**config.mk**
```make
export PLATFORM = sky130hd
export DESIGN_NAME = agc_ctrl
export DESIGN_NICKNAME = d
export VERILOG_FILES = /design/src/rtl/agc_pkg.sv /design/src/rtl/agc_scale.sv /design/src/rtl/agc_ctrl.sv
export SDC_FILE = /design/constraint.sdc
export NUM_CORES = 1
export LEC_CHECK = 0
export ABC_AREA = 1
export BUFFER_PORTS_ARGS = -buffer_cell sky130_fd_sc_hd__buf_2
export CAP_MARGIN = 10
export CORE_ASPECT_RATIO = 0.75
export CORE_MARGIN = 2
export CORE_UTILIZATION = 40
export CTS_CLUSTER_DIAMETER = 60
export DETAILED_ROUTE_END_ITERATION = 8
export GPL_ROUTABILITY_DRIVEN = 0
export GPL_TIMING_DRIVEN = 1
export PLACE_DENSITY = 0.59
export SYNTH_ARGS = -nofsm -noshare
export SYNTH_HDL_FRONTEND = slang
export SYNTH_SLANG_ARGS = --single-unit
```
**constraint.sdc**
```tcl
create_clock -name clk -period 4.96 [get_ports clk]
set_input_delay 0.496 -clock clk [delete_from_list [all_inputs] [get_ports clk]]
set_output_delay 0.496 -clock clk [all_outputs]
set_load 0.01 [all_outputs]
```
**src/rtl/agc_pkg.sv**
```systemverilog
// Shared widths, saturation limits and FSM encoding for the AGC stage.
package agc_pkg;
    localparam int DW         = 10;
    localparam int GW         = 6;
    localparam int PW         = DW + GW + 1;
    localparam int GAIN_UNITY = 32;
    localparam int SHIFT      = 5;

    localparam logic [DW-1:0] SAT_MAX = {1'b0, {(DW-1){1'b1}}};
    localparam logic [DW-1:0] SAT_MIN = {1'b1, {(DW-1){1'b0}}};

    typedef enum logic [1:0] {
        IDLE,
        ACC,
        UPDATE
    } agc_state_t;
endpackage

```
**src/rtl/agc_scale.sv**
```systemverilog
// Gain multiply, arithmetic >>5 (floor) and saturation to DW bits.
// Latency: 2 cycles from data_in/gain to data_out.
// Backpressure: none; accepts one sample every cycle.
module agc_scale
    import agc_pkg::*;
(
    input  logic          clk,
    input  logic          reset_n,
    input  logic [DW-1:0] data_in,
    input  logic [GW-1:0] gain,
    output logic [DW-1:0] data_out
);
    logic signed [PW-1:0] prod;
    logic signed [PW-1:0] prod_r;
    logic signed [PW-1:0] shifted;
    logic [DW-1:0]        sat_val;
    logic                 pos_ovf;
    logic                 neg_ovf;

    // Gain is an unsigned code, so it gets a zero sign bit before the signed multiply.
    assign prod    = PW'($signed(data_in)) * PW'($signed({1'b0, gain}));
    assign shifted = prod_r >>> SHIFT;

    // Out of range whenever the bits above the output sign disagree with the result sign.
    assign pos_ovf = !shifted[PW-1] &&  (|shifted[PW-2:DW-1]);
    assign neg_ovf =  shifted[PW-1] && !(&shifted[PW-2:DW-1]);

    always_comb begin
        sat_val = shifted[DW-1:0];
        if (pos_ovf) begin
            sat_val = SAT_MAX;
        end else if (neg_ovf) begin
            sat_val = SAT_MIN;
        end
    end

    always_ff @(posedge clk or negedge reset_n) begin
        if (!reset_n) begin
            prod_r   <= '0;
            data_out <= '0;
        end else begin
            prod_r   <= prod;
            data_out <= sat_val;
        end
    end
endmodule

```
**src/rtl/agc_ctrl.sv**
```systemverilog
// Automatic gain control: scales samples, measures windowed mean |out|, steps gain toward target.
// Latency: data_out 2 cycles after data_in; gain/lock change the cycle after a window's UPDATE.
// Backpressure: none; one sample consumed and produced every cycle.
module agc_ctrl
    import agc_pkg::*;
#(
    parameter int WIN_LOG2  = 10,
    parameter int TARGET    = 128,
    parameter int HYST      = 16,
    parameter int GAIN_INIT = GAIN_UNITY,
    parameter int LOCK_WIN  = 4
) (
    input  logic          clk,
    input  logic          reset_n,
    input  logic [DW-1:0] data_in,
    input  logic          agc_en,
    output logic [DW-1:0] data_out,
    output logic [GW-1:0] gain,
    output logic          lock
);
    localparam int AW = DW - 1 + WIN_LOG2;
    localparam int LW = $clog2(LOCK_WIN + 1);

    localparam logic [DW-2:0] HI_LVL   = (DW-1)'(TARGET + HYST);
    localparam logic [DW-2:0] LO_LVL   = (DW-1)'(TARGET - HYST);
    localparam logic [LW-1:0] LOCK_MAX = LW'(LOCK_WIN);

    agc_state_t          state;
    agc_state_t          state_nxt;
    logic [WIN_LOG2-1:0] cnt;
    logic [AW-1:0]       acc;
    logic [AW-1:0]       acc_sum;
    logic [DW-2:0]       mean;
    logic [DW-2:0]       mag;
    logic [LW-1:0]       lock_cnt;
    logic                win_end;

    agc_scale u_scale (
        .clk      (clk),
        .reset_n  (reset_n),
        .data_in  (data_in),
        .gain     (gain),
        .data_out (data_out)
    );

    // -512 has no positive twin in DW bits, so it folds onto 511.
    assign mag = !data_out[DW-1]       ? data_out[DW-2:0]
               : (data_out == SAT_MIN) ? SAT_MAX[DW-2:0]
               : ~data_out[DW-2:0] + (DW-1)'(1);

    assign acc_sum = acc + AW'(mag);
    assign win_end = (cnt == '1);
    assign lock    = (lock_cnt == LOCK_MAX);

    always_comb begin
        state_nxt = state;
        case (state)
            IDLE:    if (agc_en) state_nxt = ACC;
            ACC: begin
                if (!agc_en) begin
                    state_nxt = IDLE;
                end else if (win_end) begin
                    state_nxt = UPDATE;
                end
            end
            UPDATE:  state_nxt = agc_en ? ACC : IDLE;
            default: state_nxt = IDLE;
        endcase
    end

    always_ff @(posedge clk or negedge reset_n) begin
        if (!reset_n) begin
            state    <= IDLE;
            cnt      <= '0;
            acc      <= '0;
            mean     <= '0;
            lock_cnt <= '0;
            gain     <= GW'(GAIN_INIT);
        end else begin
            state <= state_nxt;

            // UPDATE keeps accumulating: its sample is the first of the next window.
            if (state == IDLE || !agc_en) begin
                acc <= '0;
                cnt <= '0;
            end else begin
                cnt <= cnt + WIN_LOG2'(1);
                acc <= win_end ? '0 : acc_sum;
                if (win_end) begin
                    mean <= acc_sum[AW-1:WIN_LOG2];
                end
            end

            if (state == UPDATE) begin
                if (mean > HI_LVL) begin
                    if (gain != '0) gain <= gain - GW'(1);
                    lock_cnt <= '0;
                end else if (mean < LO_LVL) begin
                    if (gain != '1) gain <= gain + GW'(1);
                    lock_cnt <= '0;
                end else if (lock_cnt != LOCK_MAX) begin
                    lock_cnt <= lock_cnt + LW'(1);
                end
            end

            // Leaving closed-loop mode always drops lock, even after a completing UPDATE.
            if (state_nxt == IDLE) begin
                lock_cnt <= '0;
            end
        end
    end
endmodule

```
==> impl_metrics.csv <==
group,metric,value,unit
critical_path,timing_worst_setup_path_type,"reg -> reg",
timing,worst_slew_margin_rel,0.401,
timing,finalCritPeriodShare,0.885,
floorplan,initial_utilization,0.408,
critical_path,largest_fanout_on_the_critical_path,15,
route,drcViolationCount,0,
synth,post-synth-top-count-cell,"nand2_1",
global_route,grt_antenna_before_repair,0,
finish,final_layout_size_suffix_gt1_frac,0.0689,
floorplan,die-height,115,µm
place,dp_hpwl,10900,µm
synth,synth.cell_area,6530,µm²
cts,clock_insertion_delay_at_the_later_pin_of_the_skew_report,330,ps
status,status,"complete, no violations",
timing,worstMarginPinSlew,899,ps
cts,tritoncts_clock_tree,"yes",
timing,setup_viol,0,
critical_path,worst_ep_arrival_time,4610,ps
timing,timing.fmax,0.228,GHz
critical_path,worst_r2r_startpoint,"gain[3]$_DFFE_PN0P_",
timing,fin_tns_setup,0,ps
timing,fin_skew,11.0,ps
synth,yosys_warnings,0,
timing,timing.final.crit_period,4390,ps
route,vias_per_cell,4.64,
critical_path,crit_required,5180,ps
global_route,grt_overflow,0,
cts,cts.htree.levels,3,
finish,final.fill_count,1653,
timing,hold_violations,0,
pwr,power.static_leakage,4.45,nW
critical_path,critPathCaptureType,"flop",
route,wire_per_inst,11.7,µm
synth,synth.top_cells.by_area,"dfrtp_1 27%, nand2_1 16%, fa_1 13%, inv_1 12%, ha_1 9.4%",
timing,worst_slack,570,ps
timing,rsz_0062_raised_after_global_routing,"no",
synth,top_cell_types_by_occurrence_after_synthesis,"270 x nand2_1, 210 x inv_1, 70 x dfrtp_1, 67 x nor2_1, 53 x nand3_1",
pwr,power_density,192,nW/µm²
global_route,largest_net_degree_at_the_start_of_global_routing,72,
synth,synth.yosys.seq_area_share,0.272,
finish,finalNetCount,1045,
finish,synthToLayoutAreaGrowth,10.9,%
timing,finalMaxSlewViolations,0,
global_route,number_of_global_route_vias_before_repair,5060,
flow_run,maxCapViolations,0,
worst_hold_path,min-delay-path-class,"in -> async",
route,detail_route.iter0.violations,293,
cts,ctsHoldBuffers,0,
synth,synth_cell_type_count,39,
place,numPortBuffers,29,
floorplan,die_area,17400,µm²
synth,syn_area_per_cell,7.19,µm²
cts,cts_root_buf,"clkbuf_16",
floorplan,area_of_the_core,16000,µm²
synth,ys_seq_elements,71,
route,count_of_nets_left_with_antenna_violations_after_detail_routing,0,
cts,cts_setup_buffers,0,
floorplan,i_o_pins,30,
synth,post_synth_inst_count,908,
floorplan,placement_rows,40,
synth,number_of_enable_flip_flop_cells_after_synthesis,0,
synth,synth_largest_type_area_fraction,0.268,
global_route,wire_length_of_the_first_global_routing_pass,23900,µm
synth,postSynthNetCount,1014,
synth,post-synth-top-area-cell,"dfrtp_1",
cts,number_of_buffers_added_by_the_clock_tree_synthesis_step,9,
cts,clk_pin_slew_worst_paths,60,ps
cts,post_cts.resized_instances,0,
place,dp_worst_setup_slack,581,ps
critical_path,cp-start-kind,"flop",
pwr,ir_drop,0.000147,V
finish,antenna_cells,0,
cts,cts.path.max_buffers,2,
floorplan,die_w,152,µm
route,drt_wl_total,13500,µm
cts,clkSinkCount,71,
global_route,track_usage,0.170,
synth,fraction_of_registers_with_async_set_reset,1.00,
route,routed-via-count,5355,
route,drt_pass_1_iters,5,
synth,synthFlopType,"dfrtp_1",
critical_path,critPathLaunch,"gain[3]$_DFFE_PN0P_",
==> power by group <==
part	leakage (nW)	internal [W]	switching [W]	total, W
registers	0.975	0.000583	0.00000234	0.000585
clock network	0.176	0.000519	0.000247	0.000765
logic	3.30	0.00000918	0.0000321	0.0000413
==> final timing paths <==
path / end / slack (ps) / cells past startpoint
min in group clk: u_scale.data_out[9]$_DFF_PN0_ / 390 / 0
max: u_scale.prod_r[14]$_DFF_PN0_ / 570 / 16
min reg2reg: u_scale.data_out[9]$_DFF_PN0_ / 390 / 0
max reg2reg: u_scale.prod_r[14]$_DFF_PN0_ / 570 / 16
min: cnt[2]$_DFF_PN0_ / 290 / 1
max in group asynchronous: u_scale.prod_r[5]$_DFF_PN0_ / 4080 / 1
==> routing by layer <==
metal  global-route usage  share of wire  up-vias
met5                    0              0        -
met3               0.0279          0.031        7
met2                0.250           0.43       76
met4               0.0377         0.0079        0
li1                     -              -     2800
met1                0.261           0.53     2472
==> registers in the layout, indices dropped and copies added (netlist names) <==
name and count:
lock_cnt 3, acc 19, state 2, mean 9
gain 6, u_scale.prod_r 12, cnt 10, u_scale.data_out 10
==> layout make-up <==
class                   instances  area [µm²]  area share
repair buffers                 30         155      0.0214
multi-input cells             614        3880       0.536
well taps                     210         263      0.0363
flip-flops and latches         71        1780       0.246
inverters                     213         805       0.111
clock inverters                 5         104      0.0143
clock buffers                  11         253      0.0349
==> worst max-delay path: stages (launching register included) <==
cell      delay, ps
dfrtp_1         660
nand2_1         170
fa_1            650
fa_1            580
inv_1            50
fa_1            500
inv_1            50
fa_1            490
inv_1            40
ha_1            340
inv_1           120
o21bai_1        100
o21bai_1        160
a21oi_1         190
nand2_1          80
nand2_1          60
nand2_1          40
==> cell usage in the layout, fill, tap and decap left out, drive strengths merged, types with 3 or more instances in the layout <==
cell type  instances
nand3b             5
xor2              11
inv              213
buf               30
o21ai             21
o21bai             7
fa                44
ha                49
nand3             55
nor3               9
clkbuf            11
a21oi             41
nand2            273
nor2              72
xnor2             10
nand4              5
bufinv             3
dfrtp             70
==> metrics by stage <==
stage / instances / util / hold WS [ps] / total power [W] / area [µm²]
2_1_floorplan: 908 / - / 200 / 0.000611 / 6530
3_3_place_gp: 1138 / 0.430 / 390 / 0.000638 / 6890
3_5_place_dp: 1138 / 0.430 / 386 / 0.000638 / 6890
4_1_cts: 1154 / 0.452 / 330 / 0.00141 / 7240
5_1_grt: 1154 / 0.452 / 373 / 0.00144 / 7240
6_report: 1154 / 0.452 / 285 / 0.00139 / 7240
==> logic make-up (layout without fill, tap and decap cells) <==
kind of cell,count (synthesis),in the layout,synth area share
compound gates,76,76,0.0657
flops,71,71,0.272
simple gates,424,424,0.272
fa+ha+maj,93,93,0.229
buf+inv,223,259,0.133
xor+xnor,21,21,0.0282
Power figures use the tool's default switching activity.
